File: src/rtl/instr_fetch.sv
// Instruction fetch stage: owns the PC, keeps one memory read in flight and
// buffers returned {instr, pc} pairs in a small FIFO for the instruction queue.
module instr_fetch #(
  parameter int          DEPTH    = 4,
  parameter logic [31:0] RESET_PC = 32'h4000_0000
) (
  input  logic        clk,
  input  logic        rst,
  output logic        instr_read,
  output logic [31:0] instr_mem_address,
  input  logic        instr_mem_resp,
  input  logic [31:0] instr_mem_rdata,
  output logic        valid_o,
  output logic [31:0] instr_o,
  output logic [31:0] pc_o,
  input  logic        deq,
  input  logic        flush,
  input  logic [31:0] flush_pc
);

  localparam int PW = $clog2(DEPTH);
  localparam int CW = PW + 1;
  localparam logic [CW-1:0] FULL = CW'(DEPTH);

  typedef enum logic [1:0] {S_IDLE, S_WAIT, S_DROP} state_t;

  state_t        state, state_next;
  logic [31:0]   pc, pc_next;
  logic [31:0]   target, target_next;
  logic [31:0]   buf_instr [DEPTH];
  logic [31:0]   buf_pc    [DEPTH];
  logic [PW-1:0] head, tail;
  logic [CW-1:0] count, count_next;
  logic          push, pop;

  // Flush wins over both ends of the FIFO in the same cycle.
  assign push       = (state == S_WAIT) && instr_mem_resp && !flush;
  assign pop        = deq && valid_o && !flush;
  assign count_next = count + CW'(push) - CW'(pop);

  assign instr_read        = (state == S_WAIT) || (state == S_DROP);
  assign instr_mem_address = pc;
  assign valid_o           = (count != '0);
  assign instr_o           = buf_instr[head];
  assign pc_o              = buf_pc[head];

  always_comb begin
    state_next  = state;
    pc_next     = pc;
    target_next = target;
    unique case (state)
      S_IDLE: begin
        if (flush)              pc_next    = flush_pc;
        else if (count < FULL)  state_next = S_WAIT;
      end
      S_WAIT: begin
        if (instr_mem_resp) begin
          if (flush) begin
            pc_next    = flush_pc;
            state_next = S_IDLE;
          end else begin
            pc_next    = pc + 32'd4;
            state_next = (count_next < FULL) ? S_WAIT : S_IDLE;
          end
        end else if (flush) begin
          // The outstanding read cannot be cancelled; remember where to go.
          target_next = flush_pc;
          state_next  = S_DROP;
        end
      end
      S_DROP: begin
        if (instr_mem_resp) begin
          pc_next    = flush ? flush_pc : target;
          state_next = S_IDLE;
        end else if (flush) begin
          target_next = flush_pc;
        end
      end
      default: state_next = S_IDLE;
    endcase
  end

  // NOTE: all state uses non-blocking assignments so every register sees the
  // pre-edge values of its peers, independent of statement order.
  always_ff @(posedge clk) begin
    if (rst) begin
      state  <= S_IDLE;
      pc     <= RESET_PC;
      target <= RESET_PC;
      head   <= '0;
      tail   <= '0;
      count  <= '0;
    end else begin
      state  <= state_next;
      pc     <= pc_next;
      target <= target_next;
      if (flush) begin
        head  <= '0;
        tail  <= '0;
        count <= '0;
      end else begin
        if (push) tail <= tail + PW'(1);
        if (pop)  head <= head + PW'(1);
        count <= count_next;
      end
    end
  end

  // NOTE: buffer storage is not reset; count gates valid_o, so stale
  // contents are never observed.
  always_ff @(posedge clk) begin
    if (push) begin
      buf_instr[tail] <= instr_mem_rdata;
      buf_pc[tail]    <= pc;
    end
  end

endmodule
File: config.mk
export PLATFORM = sky130hd
export DESIGN_NAME = instr_fetch
export DESIGN_NICKNAME = d
export VERILOG_FILES = /design/src/rtl/instr_fetch.sv
export SDC_FILE = /design/constraint.sdc
export NUM_CORES = 1
export LEC_CHECK = 0
export CAP_MARGIN = 5
export CORE_ASPECT_RATIO = 0.75
export CORE_MARGIN = 3
export CORE_UTILIZATION = 60
export DETAILED_ROUTE_END_ITERATION = 8
export PLACE_DENSITY = 0.88
export SLEW_MARGIN = 20
export SYNTH_ARGS = -nofsm -noshare
export SYNTH_HDL_FRONTEND = slang
export SYNTH_SLANG_ARGS = --single-unit
export TNS_END_PERCENT = 1
File: constraint.sdc
create_clock -name clk -period 7.1 [get_ports clk]
set_input_delay 1.42 -clock clk [delete_from_list [all_inputs] [get_ports clk]]
set_output_delay 1.42 -clock clk [all_outputs]
set_load 0.03 [all_outputs]
; ---- Yosys cells after proc, flatten, opt, wreduce, memory -nomap -nowiden
; Memory sizes are Yosys's and may differ from the RTL's. A register that Yosys moved wholly into a read port is not among the register bits.
; Index checks and enable logic that the tools add are counted.
[totals]
word_cells = 58
regBits = 73
output_inout_bits = 98
inputBits = 69
ramBits = 256
mem_count = 2
[classes]
n_mux = 20
bitwise_logic = 1
reduce_logical = 14
magnitude_cmp = 2
add_sub_neg = 5
eq_ne = 8
[mem_list]
columns = name, depth, word_bits, read_ports, rd_ports_with_merged_regs, write_ports, line
row1 = buf_instr, 4, 32, 1, 1, 1, 30  ; logic [31:0] buf_instr [DEPTH];
row2 = buf_pc, 4, 32, 1, 1, 1, 31  ; logic [31:0] buf_pc [DEPTH];
[ops]
columns = op, n
row1 = $mux 32, 5
row2 = $pmux 32 s3, 1
row3 = $add 32x3->32 const B, 1
row4 = $mux 2, 9
row5 = $ne 2x2->1 const B, 5
row6 = $reduce_and 4->1, 2
row7 = $lt 3x3->1 const B, 2
row8 = $pmux 2 s3, 1
row9 = $reduce_bool 3->1, 2
row10 = $add 2x1->2 const B, 2
row11 = $logic_and 1x1->1, 4
row12 = $mux 1, 4
row13 = $reduce_or 2->1, 2
row14 = $add 3x1->3, 1
row15 = $ne 3x3->1 const B, 1
row16 = $sub 3x1->3, 1
row17 = $eq 2x1->1 const B, 1
row18 = $eq 2x2->1 const B, 1
row19 = $logic_not 2->1, 1
row20 = $reduce_and 2->1, 1
row21 = $logic_not 1->1, 1
row22 = $logic_or 1x1->1, 1
row23 = $not 1->1, 1

; ---- Depth between registers and ports, before layout
; Gate-level depths: netlist (run 1).
[logic_depth]
ltp_word = 10
depth_mapped = 14
mapped_depth_nobuf = 11

; ---- Worst setup path after synthesis (run 1)
; No wires, ideal clock.
[synth_path]
path_type = input port to flip-flop
from = input port flush
to = memory buf_instr[0][0], enable pin
required_time_ps = 6671
arrival_time_ps = 3474
path_stages = 4
slack_ps = 3197
setup_time_ps = 429
path_buffers = 2
cell_sequence = nor2b_1 -> clkbuf_1 -> buf_4 -> and3_1
[synth_via]
elab_chain_len = 4
[synth_lines]
columns = item, line
row1 = from (decl), 17  ; input logic flush,
row2 = $logic_not 1->1, 37  ; assign push = (state == S_WAIT) && instr_mem_resp && !flush;
row3 = $logic_and 1x1->1, 37
row4 = $mux 1, 112  ; if (push) begin
row5 = $mux 1 (not written as such), 113  ; buf_instr[tail] <= instr_mem_rdata;
row6 = to (decl), 30
; Every way passes these cells.

==> flow_summary.ini, run 1 <==
[status]
status = finished clean

[clocking]
cts_buffers = 30
post_cts_buffers = 0
hold_buffers = 0
cts_resized = 0
clock_latency_ns = 0.56
cts_tree = yes
clockBufferDepth = 3
clock_sinks = 331
htree_levels = 1
path_clk_slew_ns = 0.06
root_buffer = clkbuf_16

[synth]
synth_top_area_frac = 0.570
yosysWarningCount = 0
yosysSeqAreaShare = 0.681
synthesis.area_um2 = 13500
synth_area_leaders = edfxtp_1, dfxtp_1, mux4_2
yosysMostFrequentCell = edfxtp_1
syn_nets = 967
synth-seq-cells = 331
synth_common_cells = edfxtp_1, nand2_1, dfxtp_1, mux4_2, nor2_1
yosys.area.top_type = edfxtp_1
synth-edff-count = 256
synth_cells = 886
synthFlopType = edfxtp_1
ys_types = 70
synthArstFlopShare = 0
syn_area_per_cell_um2 = 15.2

[final_layout]
drive_gt1_frac = 0.139
final_cells = 1349
fill_cells = 1281
area_growth_pct = 21.1
final_nets = 1118
n_antenna_cell = 0

[detailed_routing]
dr.first_iter.drc_count = 1114
wl_per_cell_um = 24.1
antenna_left = 0
via_count = 8716
firstDrtPassIters = 6
drc = 0
drt_wl_total_um = 32500
avgViaCountPerCell = 6.46

[placed_design]
gp_congestion = 0.942
place_inst = 1293
dpl.hpwl_um = 19900
portBuffers = 166

[power]
power_density_nw_per_um2 = 283
p_leak_nw = 5.19
ir_worst_vdd_uv = 201

[sta]
min_period_ns = 4.73
max_freq_ghz = 0.211
setup_violations = 0
finalMaxSlewViolations = 0
period_share = 0.666
worst_clock_skew_ns = 0.0120
tightest_slew_ns = 1.09
setup_tns_ns = 0
rsz0062_at_grt = no
slew_headroom = 0.272
final-hold-violation-count = 0

[setup_path]
arrival_ns = 3.31
cp-start-kind = register
cp_slowest_cell = dfxtp_4
worstPathRequired_ns = 5.68
worst-r2r-cell-count = 6
crit_chain = buf_4 > mux4_2 > clkdlybuf4s50_1
worst-path-max-fanout = 37
r2r-end = instr_mem_address[31]$_SDFFE_PP0P_
endpoint_kind = output pin
slowest_delay_ns = 0.84
critical_path_class = register to output pin
reg2reg_slack_ns = 4.20
timing.rr.start = state[1]$_SDFFE_PP0P_

[global_route]
track_usage = 0.270
antenna_found_initial = 0
grt_pass1_wl_um = 50200
grt.overflow.total = 0
first_global_vias = 8653
grt_max_degree = 65

[hold_path]
hp-start = target[22]$_SDFFE_PP0P_
worstHoldPathCells = 2
hold_class = register to register
hold_path_end = target[22]$_SDFFE_PP0P_

[die]
die_x_um = 179
initial_core_util = 0.625
rows = 46
core_um2 = 21600
die_h_um = 136
die-area_um2 = 24300
num_io_pins = 167

[flow_run]
max-cap-violations = 0
## layout by cell type (no fill, tap or decap), types with 6 or more instances in the layout
| cell | instances |
|---|---|
| edfxtp_1 | 256 |
| clkdlybuf4s50_1 | 165 |
| nand2_1 | 86 |
| dfxtp_1 | 73 |
| mux4_2 | 64 |
| nor2_1 | 52 |
| a21oi_1 | 48 |
| clkbuf_16 | 30 |
| o21ai_0 | 26 |
| inv_1 | 18 |
| nor3_1 | 17 |
| nand3_1 | 16 |
| a221oi_1 | 12 |
| ha_1 | 11 |
| a221o_1 | 10 |
| buf_4 | 9 |
| a31oi_1 | 8 |
| clkinv_2 | 7 |
| nor4_1 | 6 |
| xnor2_1 | 6 |
| nand4_1 | 6 |
## stage by stage
| step | hold slack, ns | power, mW | util | worst slack [ns] | cell area (µm²) |
|---|---|---|---|---|---|
| finish | 0.457 | 4.63 | 0.757 | 2.37 | 16300 |
| global route | 0.472 | 4.78 | 0.757 | 2.13 | 16300 |
| CTS | 0.455 | 4.64 | 0.757 | 2.29 | 16300 |
| detailed placement | 0.446 | 3.02 | 0.711 | 2.85 | 15300 |
| global placement | 0.442 | 3.00 | 0.711 | 2.94 | 15300 |
| floorplan | 0.436 | 2.73 | - | 3.20 | 13500 |
## worst max path at each step
stage / startpoint / end / slack (ns)
after floorplan: flush / buf_instr[0][0]$_DFFE_PP_ / 3.20
after global placement: flush / instr_mem_address[31]$_SDFFE_PP0P_ / 2.94
after detailed placement: flush / instr_mem_address[31]$_SDFFE_PP0P_ / 2.85
after CTS: register / pc_o[12] / 2.29
after global routing: register / instr_o[18] / 2.13
final: register / instr_o[18] / 2.37
## area by class of cell
class / instances / area (µm²) / area share
tap: 288 / 360 / 0.0221
inverter: 19 / 71.3 / 0.00436
multi-input combinational: 480 / 3980 / 0.244
sequential: 331 / 9200 / 0.563
clock buffer: 34 / 776 / 0.0475
timing repair buffer: 175 / 1720 / 0.106
clock inverter: 22 / 229 / 0.0140
## routing by layer
layer  GRT usage  routed length [µm]  vias up  share of wire
met1       0.394               13100     4345           0.40
met3      0.0533                3140       79          0.097
met2       0.430               15400      510           0.48
li1            -                   -     3782              -
met5           0                   0        -              0
met4      0.0605                 802        0          0.025
## critical path, delay by kind of cell (launching register included)
| family | cells | cell delay (ns) |
|---|---|---|
| flops | 1 | 0.84 |
| buf+inv | 2 | 1.25 |
| mux | 1 | 0.61 |
## registers in the layout (all words and copies together) (netlist names), named ones only
register           flops
head                   2
state                  2
tail                   2
target                32
count                  3
buf_pc               128
buf_instr            128
instr_mem_address     32
## where the power goes
| part | switching [mW] | total [mW] | internal (mW) |
|---|---|---|---|
| Clock | 0.703 | 1.64 | 0.933 |
| Sequential | 0.130 | 2.32 | 2.19 |
| Combinational | 0.402 | 0.670 | 0.268 |
| Total | 1.24 | 4.63 | 3.40 |
## kinds of logic after synthesis
group                      Yosys count  share of synthesized area
and+or+nand+nor                    229                     0.0850
adders and majority gates           12                     0.0117
DFF                                331                      0.681
AOI/OAI and AO/OA                  161                     0.0806
buffers and inverters               75                     0.0255
xor gates and xnor gates            11                    0.00714
muxes                               67                      0.109
Note: power is estimated with default switching activity, not from simulation.
==> run 2, diff against run 1 <==
CORE_UTILIZATION = 55   (was 60)
PLACE_DENSITY = 0.82   (was 0.88)
clock period = 4.6 ns   (was 7.1 ns; I/O delays follow)
==> run 2 against run 1 <==
Flip-flop and latch count is the same. Die area grew 8.7%. Sequential share of layout area shrank 0.71 points. Via count shrank 2.1%. Core utilization shrank 5.4 points. Register-to-register slack lost 2.7 ns. Clock power grew 57%. Critical endpoint is now instr_o[1]. Largest cell class unchanged. Largest power group unchanged.
==> flow_summary.ini, run 2 (same netlist as run 1, synthesis figures left out) <==
[final_layout]
post-route-util = 0.703
n_antenna_cell = 0
multi_input_area_um2 = 3980
top_regs = buf_instr x128, buf_pc x128
fill_cells = 1597
seqCellArea_um2 = 9200
layout_common_cells = edfxtp_1, clkdlybuf4s50_1, nand2_1
final_cell_area_um2 = 16500
drive_gt1_frac = 0.145
final_common_cell = edfxtp_1
area_growth_pct = 22.7
final_nets = 1128

[clocking]
htree_levels = 1
path_clk_slew_ns = 0.06
root_buffer = clkbuf_16
hold_buffers = 0
clock_sinks = 331
cts_tree = yes
clock_latency_ns = 0.56
post_cts_buffers = 0
cts_buffers = 29
cts_resized = 0
clockBufferDepth = 3

[detailed_routing]
drc = 0
firstDrtPassIters = 6
avgViaCountPerCell = 6.12
via_count = 8533
dr.first_iter.drc_count = 1184
antenna_left = 0
drt_wl_total_um = 31600
wl_per_cell_um = 22.7

[setup_path]
timing.rr.start = state[0]$_SDFFE_PP0P_
arrival_ns = 2.88
endpoint_kind = output pin
cp-start-kind = register
critical_path_class = register to output pin
reg2reg_slack_ns = 1.50
worst-path-max-fanout = 25
worstPathRequired_ns = 3.68

[die]
core_um2 = 23500
rows = 48
initial_core_util = 0.573
die_x_um = 187
die_h_um = 142
num_io_pins = 167
die-area_um2 = 26500

[power]
ir_worst_vdd_uv = 291
p_leak_nw = 5.29
power_density_nw_per_um2 = 435
power.total_mw = 7.20

[global_route]
grt_max_degree = 65
antenna_found_initial = 0
grt_pass1_wl_um = 49000
grt.overflow.total = 0
first_global_vias = 8258
track_usage = 0.236

[sta]
period_share = 0.825
rsz0062_at_grt = no
tightest_slew_ns = 1.03
worst_clock_skew_ns = 0.0139
finalMaxSlewViolations = 0
min_period_ns = 3.80
setup_violations = 0
setup_tns_ns = 0
max_freq_ghz = 0.263
slew_headroom = 0.311
final-hold-violation-count = 0

[flow_run]
max-cap-violations = 0

[placed_design]
place_area_um2 = 15500
gp_congestion = 0.921
portBuffers = 166
dpl.hpwl_um = 20100

[hold_path]
hold_class = register to register
hp-start = target[20]$_SDFFE_PP0P_

[status]
status = finished clean
-- run 2: power breakdown --
part           total, mW  switching [mW]  internal [mW]
Combinational       1.03           0.609          0.419
Sequential          3.59           0.203           3.39
Clock               2.58            1.05           1.53
Total               7.20            1.86           5.34
-- run 2: cell type report --
type / instances / share of cell area
multi-input combinational: 480 / 0.241
clock inverter: 10 / 0.00975
clock buffer: 44 / 0.0527
inverter: 19 / 0.00431
timing repair buffer: 186 / 0.112
sequential: 331 / 0.556
tap: 325 / 0.0246
-- run 2: final timing paths --
| kind | cells past startpoint | endpoint |
|---|---|---|
| hold / removal | 2 | target[20]$_SDFFE_PP0P_ |
| setup reg to reg | 7 | instr_mem_address[31]$_SDFFE_PP0P_ |
| hold reg to reg | 2 | target[20]$_SDFFE_PP0P_ |
| setup / recovery | 3 | instr_o[1] |
-- run 2: layer usage --
metal	vias to the layer above	track usage	routed length, µm
li1	3801	-	-
met4	0	0.0553	813
met5	-	0	0
met3	47	0.0417	3100
met2	509	0.370	14500
met1	4176	0.352	13200
-- run 2: stage by stage --
step	instances	hold WS, ns	setup slack (ns)
2_1_floorplan	886	0.436	1.20
3_3_place_gp	1341	0.443	1.09
3_5_place_dp	1341	0.447	1.02
4_1_cts	1395	0.456	0.733
5_1_grt	1395	0.473	0.646
6_report	1395	0.454	0.804
-- run 2: critical path: stages (launching register included) --
cell             delay, ns
dfxtp_4               0.72
buf_4                 0.40
mux4_2                0.57
clkdlybuf4s50_1       0.61
